$ cat config.mk
export PLATFORM = sky130hd
export DESIGN_NAME = lsu_ctrl
export DESIGN_NICKNAME = d
export VERILOG_FILES = /design/src/rtl/lsu_ctrl.sv
export SDC_FILE = /design/constraint.sdc
export NUM_CORES = 1
export LEC_CHECK = 0
export CORE_MARGIN = 2
export CORE_UTILIZATION = 45
export CTS_BUF_LIST = sky130_fd_sc_hd__clkbuf_2 sky130_fd_sc_hd__clkbuf_4 sky130_fd_sc_hd__clkbuf_8
export CTS_CLUSTER_SIZE = 20
export DETAILED_ROUTE_END_ITERATION = 8
export MAX_ROUTING_LAYER = met4
export PLACE_DENSITY_LB_ADDON = 0.2
export SETUP_SLACK_MARGIN = 0.4
export SLEW_MARGIN = 20
export SYNTH_ARGS = -nofsm -noshare
export SYNTH_HDL_FRONTEND = slang
export SYNTH_SLANG_ARGS = --single-unit
$ cat constraint.sdc
create_clock -name clk_i -period 3.3 [get_ports clk_i]
set_clock_uncertainty 0.15 [all_clocks]
set_input_delay 0.66 -clock clk_i [delete_from_list [all_inputs] [get_ports clk_i]]
set_output_delay 0.66 -clock clk_i [all_outputs]
set_load 0.02 [all_outputs]
$ cat src/rtl/lsu_ctrl.sv
// Load/store unit: turns byte-addressed RISC-V loads/stores into word accesses,
// doing read-modify-write for sub-word stores and extending load results.
module lsu_ctrl #(
  parameter int unsigned ADDR_W = 10
) (
  input  logic              clk_i,
  input  logic              reset_i,
  input  logic              req_valid_i,
  output logic              req_ready_o,
  input  logic              req_we_i,
  input  logic [2:0]        req_funct3_i,
  input  logic [31:0]       req_addr_i,
  input  logic [31:0]       req_wdata_i,
  output logic              rsp_valid_o,
  output logic [31:0]       rsp_rdata_o,
  output logic              rsp_err_o,
  output logic              stall_o,
  output logic [ADDR_W-1:0] mem_addr_o,
  output logic              mem_read_o,
  output logic              mem_write_o,
  output logic [31:0]       mem_wdata_o,
  input  logic [31:0]       mem_rdata_i
);

  typedef enum logic [2:0] {StIdle, StLoad, StRmwRd, StWrite, StResp} state_e;

  state_e              state_q, state_d;
  logic [2:0]          funct3_q;
  logic [ADDR_W+1:0]   addr_q;
  logic [31:0]         wr_q;
  logic [31:0]         rdata_q;
  logic                err_q;

  logic                accept;
  logic                dec_err;
  logic [31:0]         lane_shift;
  logic [31:0]         load_ext;
  logic [31:0]         merged;
  logic                unused_addr;

  assign unused_addr = ^req_addr_i[31:ADDR_W+2];

  // Misaligned or unsupported encodings never reach memory.
  assign dec_err = (req_funct3_i == 3'b011) || (req_funct3_i[2:1] == 2'b11) ||
                   (req_we_i && req_funct3_i[2]) ||
                   ((req_funct3_i[1:0] == 2'b01) && req_addr_i[0]) ||
                   ((req_funct3_i == 3'b010) && (req_addr_i[1:0] != 2'b00));

  assign accept      = (state_q == StIdle) && req_valid_i;
  assign req_ready_o = (state_q == StIdle) && !reset_i;
  assign rsp_valid_o = (state_q == StResp);
  assign stall_o     = (state_q != StIdle);
  assign mem_read_o  = (state_q == StLoad) || (state_q == StRmwRd);
  assign mem_write_o = (state_q == StWrite) && !reset_i;
  assign mem_addr_o  = addr_q[ADDR_W+1:2];
  assign mem_wdata_o = wr_q;
  assign rsp_rdata_o = rdata_q;
  assign rsp_err_o   = err_q;

  always_comb begin
    lane_shift = mem_rdata_i >> {addr_q[1:0], 3'b000};
    unique case (funct3_q[1:0])
      2'b00:   load_ext = {{24{~funct3_q[2] & lane_shift[7]}}, lane_shift[7:0]};
      2'b01:   load_ext = {{16{~funct3_q[2] & lane_shift[15]}}, lane_shift[15:0]};
      default: load_ext = mem_rdata_i;
    endcase
  end

  // wr_q still holds the store data while the old word is being read.
  always_comb begin
    merged = mem_rdata_i;
    if (funct3_q[0]) merged[{addr_q[1], 4'b0000} +: 16] = wr_q[15:0];
    else             merged[{addr_q[1:0], 3'b000} +: 8] = wr_q[7:0];
  end

  always_comb begin
    state_d = state_q;
    unique case (state_q)
      StIdle: begin
        if (req_valid_i) begin
          if (dec_err)                         state_d = StResp;
          else if (!req_we_i)                  state_d = StLoad;
          else if (req_funct3_i[1:0] == 2'b10) state_d = StWrite;
          else                                 state_d = StRmwRd;
        end
      end
      StLoad:  state_d = StResp;
      StRmwRd: state_d = StWrite;
      StWrite: state_d = StResp;
      StResp:  state_d = StIdle;
      default: state_d = StIdle;
    endcase
  end

  always_ff @(posedge clk_i) begin
    if (reset_i) begin
      state_q  <= StIdle;
      funct3_q <= 3'b000;
      addr_q   <= '0;
      wr_q     <= 32'h0;
      rdata_q  <= 32'h0;
      err_q    <= 1'b0;
    end else begin
      state_q <= state_d;
      if (accept) begin
        funct3_q <= req_funct3_i;
        addr_q   <= req_addr_i[ADDR_W+1:0];
        wr_q     <= req_wdata_i;
        if (dec_err) begin
          rdata_q <= 32'h0;
          err_q   <= 1'b1;
        end
      end
      case (state_q)
        StLoad: begin
          rdata_q <= load_ext;
          err_q   <= 1'b0;
        end
        StRmwRd: wr_q <= merged;
        StWrite: begin
          rdata_q <= 32'h0;
          err_q   <= 1'b0;
        end
        default: ;
      endcase
    end
  end

endmodule

==> results of run 1 <==
## registers in the layout, indices dropped and copies added, names as in the netlist
signal and flops:
addr_q 12, mem_wdata_o 32, rsp_err_o 1, state_q 3
rsp_rdata_o 32, funct3_q 3
## repair_timing
item | 4_1_cts | 5_1_grt
gates resized for setup | 1 | 1
pin swaps | 0 | 0
setup endpoints to repair | 1 | 2
## metrics by stage
step           cells  cell area [µm²]
2_1_floorplan    515             4420
3_3_place_gp     776             6080
3_5_place_dp     776             6080
4_1_cts          792             6300
5_1_grt          792             6310
6_report         792             6310
## cell type report
type                       instances  share of cell area (%)
clock inverter                     4                    1.19
tap                              133                    2.64
multi-input combinational        362                    38.5
inverter                          15                   0.893
clock buffer                      12                    2.32
timing repair buffer             183                    28.1
sequential                        83                    26.4
## worst paths after layout
path | from | endpoint | cells past startpoint
max | state_q[2] | mem_read_o | 3
min reg2reg | addr_q[4] | addr_q[4] | 2
min | addr_q[4] | addr_q[4] | 2
max reg2reg | state_q[1] | rsp_rdata_o[2] | 6
## metal layers
metal	global-route usage, %	vias to the layer above	share of wire (%)
li1	-	2222	-
met3	5.49	31	7.4
met1	38.3	2269	43
met4	11.1	0	2.5
met5	-	-	0
met2	45.5	233	47
## power by group
part	internal, mW	leakage [nW]	switching (mW)
registers	1.07	0.681	0.0709
clock network	0.452	0.107	0.371
logic	0.353	1.45	0.390
## synth_stat cells (all sizes together), types with 3 or more instances
master  count
nor2       51
clkbuf     29
o22ai      19
nor4b       3
buf        26
a221o      23
a221oi     25
o32ai       5
nor3       27
nand2      37
mux2i      11
o21ai       4
or3b        3
mux2        7
a21oi      45
a211oi     16
inv        14
a32oi       7
nor3b       3
ha          5
a41oi       3
dfxtp      83
nand2b      7
a22o        8
nand3      10
nor2b      17
## cells in the final DEF (no fill, tap or decap), drive strengths merged, types with 3 or more instances in the layout
| cell type | n |
|---|---|
| nor3b | 3 |
| a21oi | 45 |
| a221oi | 25 |
| mux2 | 7 |
| a211oi | 16 |
| inv | 14 |
| nor2 | 51 |
| a221o | 23 |
| nand2b | 7 |
| o22ai | 19 |
| mux2i | 11 |
| o32ai | 5 |
| or3b | 3 |
| ha | 5 |
| dfxtp | 83 |
| a22o | 8 |
| nor2b | 17 |
| nor4b | 3 |
| nand3 | 10 |
| clkdlybuf4s50 | 161 |
| nand2 | 37 |
| clkbuf | 12 |
| a32oi | 7 |
| a41oi | 3 |
| o21ai | 4 |
| buf | 22 |
| nor3 | 27 |
## critical path, delay by kind of cell (launching register included)
kind | cells | cell delay [ns]
buf+inv | 1 | 0.63
flops | 1 | 0.41
simple gates | 2 | 0.58
## logic make-up after synthesis
kind of cell | after synthesis
buffers and inverters | 70
adder cells (fa/ha/maj) | 5
AO/OA/AOI/OAI | 169
flip-flops | 83
multiplexers | 19
AND/OR/NAND/NOR | 169
==> flow_summary.ini, run 1 <==
[status]
status = finished clean

[synth]
synthSimpleGateAreaFrac_pct = 19.8
yosys.area.top_type_share_pct = 37.6
ys_async_sr_fraction_pct = 0
avgSynthCellArea_um2 = 8.58
synth_compound_area_share_pct = 28.8
yosys.area.top_type = dfxtp_1
yosys-top-cells-area = dfxtp_1, a221o_1, a21oi_1, a221oi_1, nor2_1
synth_top_family_by_area = compound AO/OA/AOI/OAI gates
yosys_warnings = 0
synthDistinctLibCells = 57
netlist_instances = 515
synth-seq-cells = 83
netlist_area_um2 = 4420
synth_edf_count = 0
syn_nets = 623
synthMuxAreaShare_pct = 4.79
synth-xor-area-share_pct = 0
synthAdderAreaFrac_pct = 1.42
synthFlopType = dfxtp_1
seq_area_frac_synth_pct = 37.6

[global_route]
grt_max_degree = 44
grt_pass1_wl_um = 23300
grt_pass1_vias = 4483
antenna_found_initial = 0
grt_usage_pct = 29.4
grt_overflow = 0

[detailed_routing]
totalWireLength_um = 15000
drtAntennaViolNets = 0
vias = 4755
first_pass_iters = 5
drc = 0
vias_per_cell = 6.00
wire_per_inst_um = 19.0
dr.first_iter.drc_count = 405

[finish]
ff_latch_area_um2 = 1660
diodes = 0
nets = 762
syn2layout_area_growth_pct = 42.8
multi_input_area_um2 = 2420
drive_gt1_share_pct = 8.35
fill_cells = 830
fin_util_pct = 65.4

[worst_setup_path]
crit_path_cell_trace = or3b_4 > nand2_1 > clkdlybuf4s50_1
max_stage_delay_ns = 0.63
cp-start-kind = flop
regToRegSetupSlack_ns = 0.86
endpoint_kind = output pin
crit_fanout = 10
worstPathRequired_ns = 2.49
critPathArrivalTime_ns = 1.98
crit_path_top_delay_cell = clkdlybuf4s50_1
critPathKind = flop to output pin

[clocking]
insertion_delay_ns = 0.35
post_cts_buffers = 0
root_buffer = clkbuf_8
cts_tree = built
holdBufCountCts = 0
path_clk_slew_ns = 0.08
cts_buffer_depth = 2
cts-buffers-inserted = 9
cts-htree-levels = 3
cts.sinks = 83

[sta]
tightest_slew_ns = 0.920
rsz0062_at_grt = false
fmax_mhz = 359
setup_viol = 0
slew_headroom_pct = 38.7
whs_ns = 0.307
final_max_slew_viol_count = 0
hold_viol = 0
fin_crit_sh_pct = 84.5
setup_slack_ns = 0.511
period_minus_slack_ns = 2.79
finalSetupTns_ns = 0

[floorplanning]
die_h_um = 103
rows = 36
dieArea_um2 = 10600
die_w_um = 103
ios = 183
initial_core_util_pct = 45.8
core-area_um2 = 9640

[pwr]
power_mw = 2.71
p_leak_nw = 2.24
pwr_density_cell_nw_per_um2 = 430
irDropWorstVdd_mv = 0.335

[placed_design]
post-place-ws_ns = 0.301
dp_hpwl_um = 11300
gp_congestion = 0.876
port_buffers = 162

[hold_path]
hold_path_class = flop to flop

[job]
maxCapViolCount = 0
(Power assumes the default switching activity.)
==> run 2, diff against run 1 <==
==> constraint.sdc (replaced) <==
create_clock -name clk_i -period 2.9 [get_ports clk_i]
set_clock_uncertainty 0.15 [all_clocks]
set_input_delay 0.58 -clock clk_i [delete_from_list [all_inputs] [get_ports clk_i]]
set_output_delay 0.58 -clock clk_i [all_outputs]
set_load 0.02 [all_outputs]
==> flow_summary.ini, run 2 (same netlist as run 1, synthesis figures left out) <==
[floorplanning]
rows = 36
die_w_um = 103
die_h_um = 103
initial_core_util_pct = 45.8
ios = 183
core-area_um2 = 9640
dieArea_um2 = 10600

[finish]
drive_gt1_share_pct = 8.90
diodes = 0
mostFrequentLayoutCell = clkdlybuf4s50_1
syn2layout_area_growth_pct = 43.6
fin_cells = 796
layout_common_cells = clkdlybuf4s50_1, dfxtp_1, nor2_1
nets = 766
fin_area_um2 = 6340
fill_cells = 885

[clocking]
cts_buffer_depth = 2
root_buffer = clkbuf_8
cts-htree-levels = 3
post_cts_buffers = 0
path_clk_slew_ns = 0.09
cts_tree = built
cts.sinks = 83
holdBufCountCts = 0
cts-buffers-inserted = 9
insertion_delay_ns = 0.35

[detailed_routing]
topRoutingLayerUsed = met4
wl_met1_um = 6450
wire_per_inst_um = 19.0
met2_wirelength_um = 6940
totalWireLength_um = 15100
first_pass_iters = 5
drc = 0
dr_wl_met3_um = 1160
vias_per_cell = 6.02
dr.first_iter.drc_count = 308
drtAntennaViolNets = 0
vias = 4792

[global_route]
grt_usage_pct = 29.1
grt_pass1_wl_um = 23000
grt_overflow = 0
grt_pass1_vias = 4517
antenna_found_initial = 0
grt_max_degree = 35

[worst_setup_path]
r2r_start = state_q[0]
crit_fanout = 9
r2r-end = mem_wdata_o[6]
endpoint_kind = output pin
critPathArrivalTime_ns = 1.70
rr_worst_depth = 6
regToRegSetupSlack_ns = 0.60
cp-start-kind = flop
critPathKind = flop to output pin
worstPathRequired_ns = 2.17

[sta]
finalSetupTns_ns = 0
period_minus_slack_ns = 2.43
whs_ns = 0.309
slew_headroom_pct = 51.2
rsz0062_at_grt = false
setup_viol = 0
final_max_slew_viol_count = 0
tightest_slew_ns = 0.711
fmax_mhz = 412
fin_crit_sh_pct = 83.7
hold_viol = 0

[job]
maxCapViolCount = 0

[status]
status = finished clean

[pwr]
power_mw = 3.08
p_leak_nw = 2.30
pwr_density_cell_nw_per_um2 = 485
irDropWorstVdd_mv = 0.324

[placed_design]
post_dp_cell_area_um2 = 6120
dp_hpwl_um = 11500
gp_congestion = 0.932
dp.cells = 780
port_buffers = 162

[hold_path]
min_delay_worst_endpoint = addr_q[3]
hold_path_class = flop to flop
whs_path_depth = 2
min_from = addr_q[3]
## run 2: cell types whose count changed in the layout (fill, tap and decap cells not counted), sizes merged
cell | previous run | this run
clkbuf | 12 | 10
buf | 22 | 26
dlygate4sd2 | 0 | 4
dlymetal6s2s | 0 | 1
clkdlybuf4s50 | 161 | 156
clkinvlp | 2 | 1
clkinv | 1 | 4
## run 2: worst max path at each step
stage	from	endpoint	cells past startpoint
floorplan	addr_q[1]	mem_wdata_o[10]	10
global placement	req_valid_i	rsp_rdata_o[3]	7
detailed placement	req_valid_i	rsp_rdata_o[5]	7
CTS	state_q[2]	rsp_valid_o	3
global route	state_q[0]	mem_read_o	4
finish	state_q[0]	mem_read_o	4
## run 2: cell type report
cell class,count,area (µm²),share of cell area (%)
Multi-Input combinational cell,362,2430,38.4
Timing Repair Buffer,187,1800,28.4
Sequential cell,83,1660,26.2
Tap cell,133,166,2.62
Clock buffer,10,131,2.07
Clock inverter,6,90.1,1.42
Inverter,15,56.3,0.888
## run 2: power breakdown
part | switching, mW | total (mW) | internal, mW
clock | 0.432 | 0.929 | 0.497
combinational | 0.446 | 0.848 | 0.402
sequential | 0.0782 | 1.30 | 1.22
## run 2: stage by stage
step,setup slack (ns),util (%)
CTS,0.444,65.8
floorplan,0.401,-
global placement,0.164,63.5
finish,0.472,65.8
detailed placement,0.146,63.5
global route,0.408,65.8
## run 2: repair_timing
item / in CTS / in global routing
gates cloned: 0 / 0
endpoints found under the setup margin: 5 / 1
pin swaps: 0 / 0
hold endpoints to repair: 0 / 0
resized for setup: 6 / 1
## run 2: per-layer routing
layer | global-route usage (%) | vias up
met5 | - | -
met4 | 13.2 | 0
met3 | 6.10 | 39
met2 | 45.7 | 251
met1 | 35.9 | 2269
li1 | - | 2233
## run 2: critical path, cell delays in order, from the launching register on
cell           delay [ns]
dfxtp_1              0.33
buf_4                0.16
or3b_1               0.39
nand2_1              0.11
dlygate4sd2_1        0.35
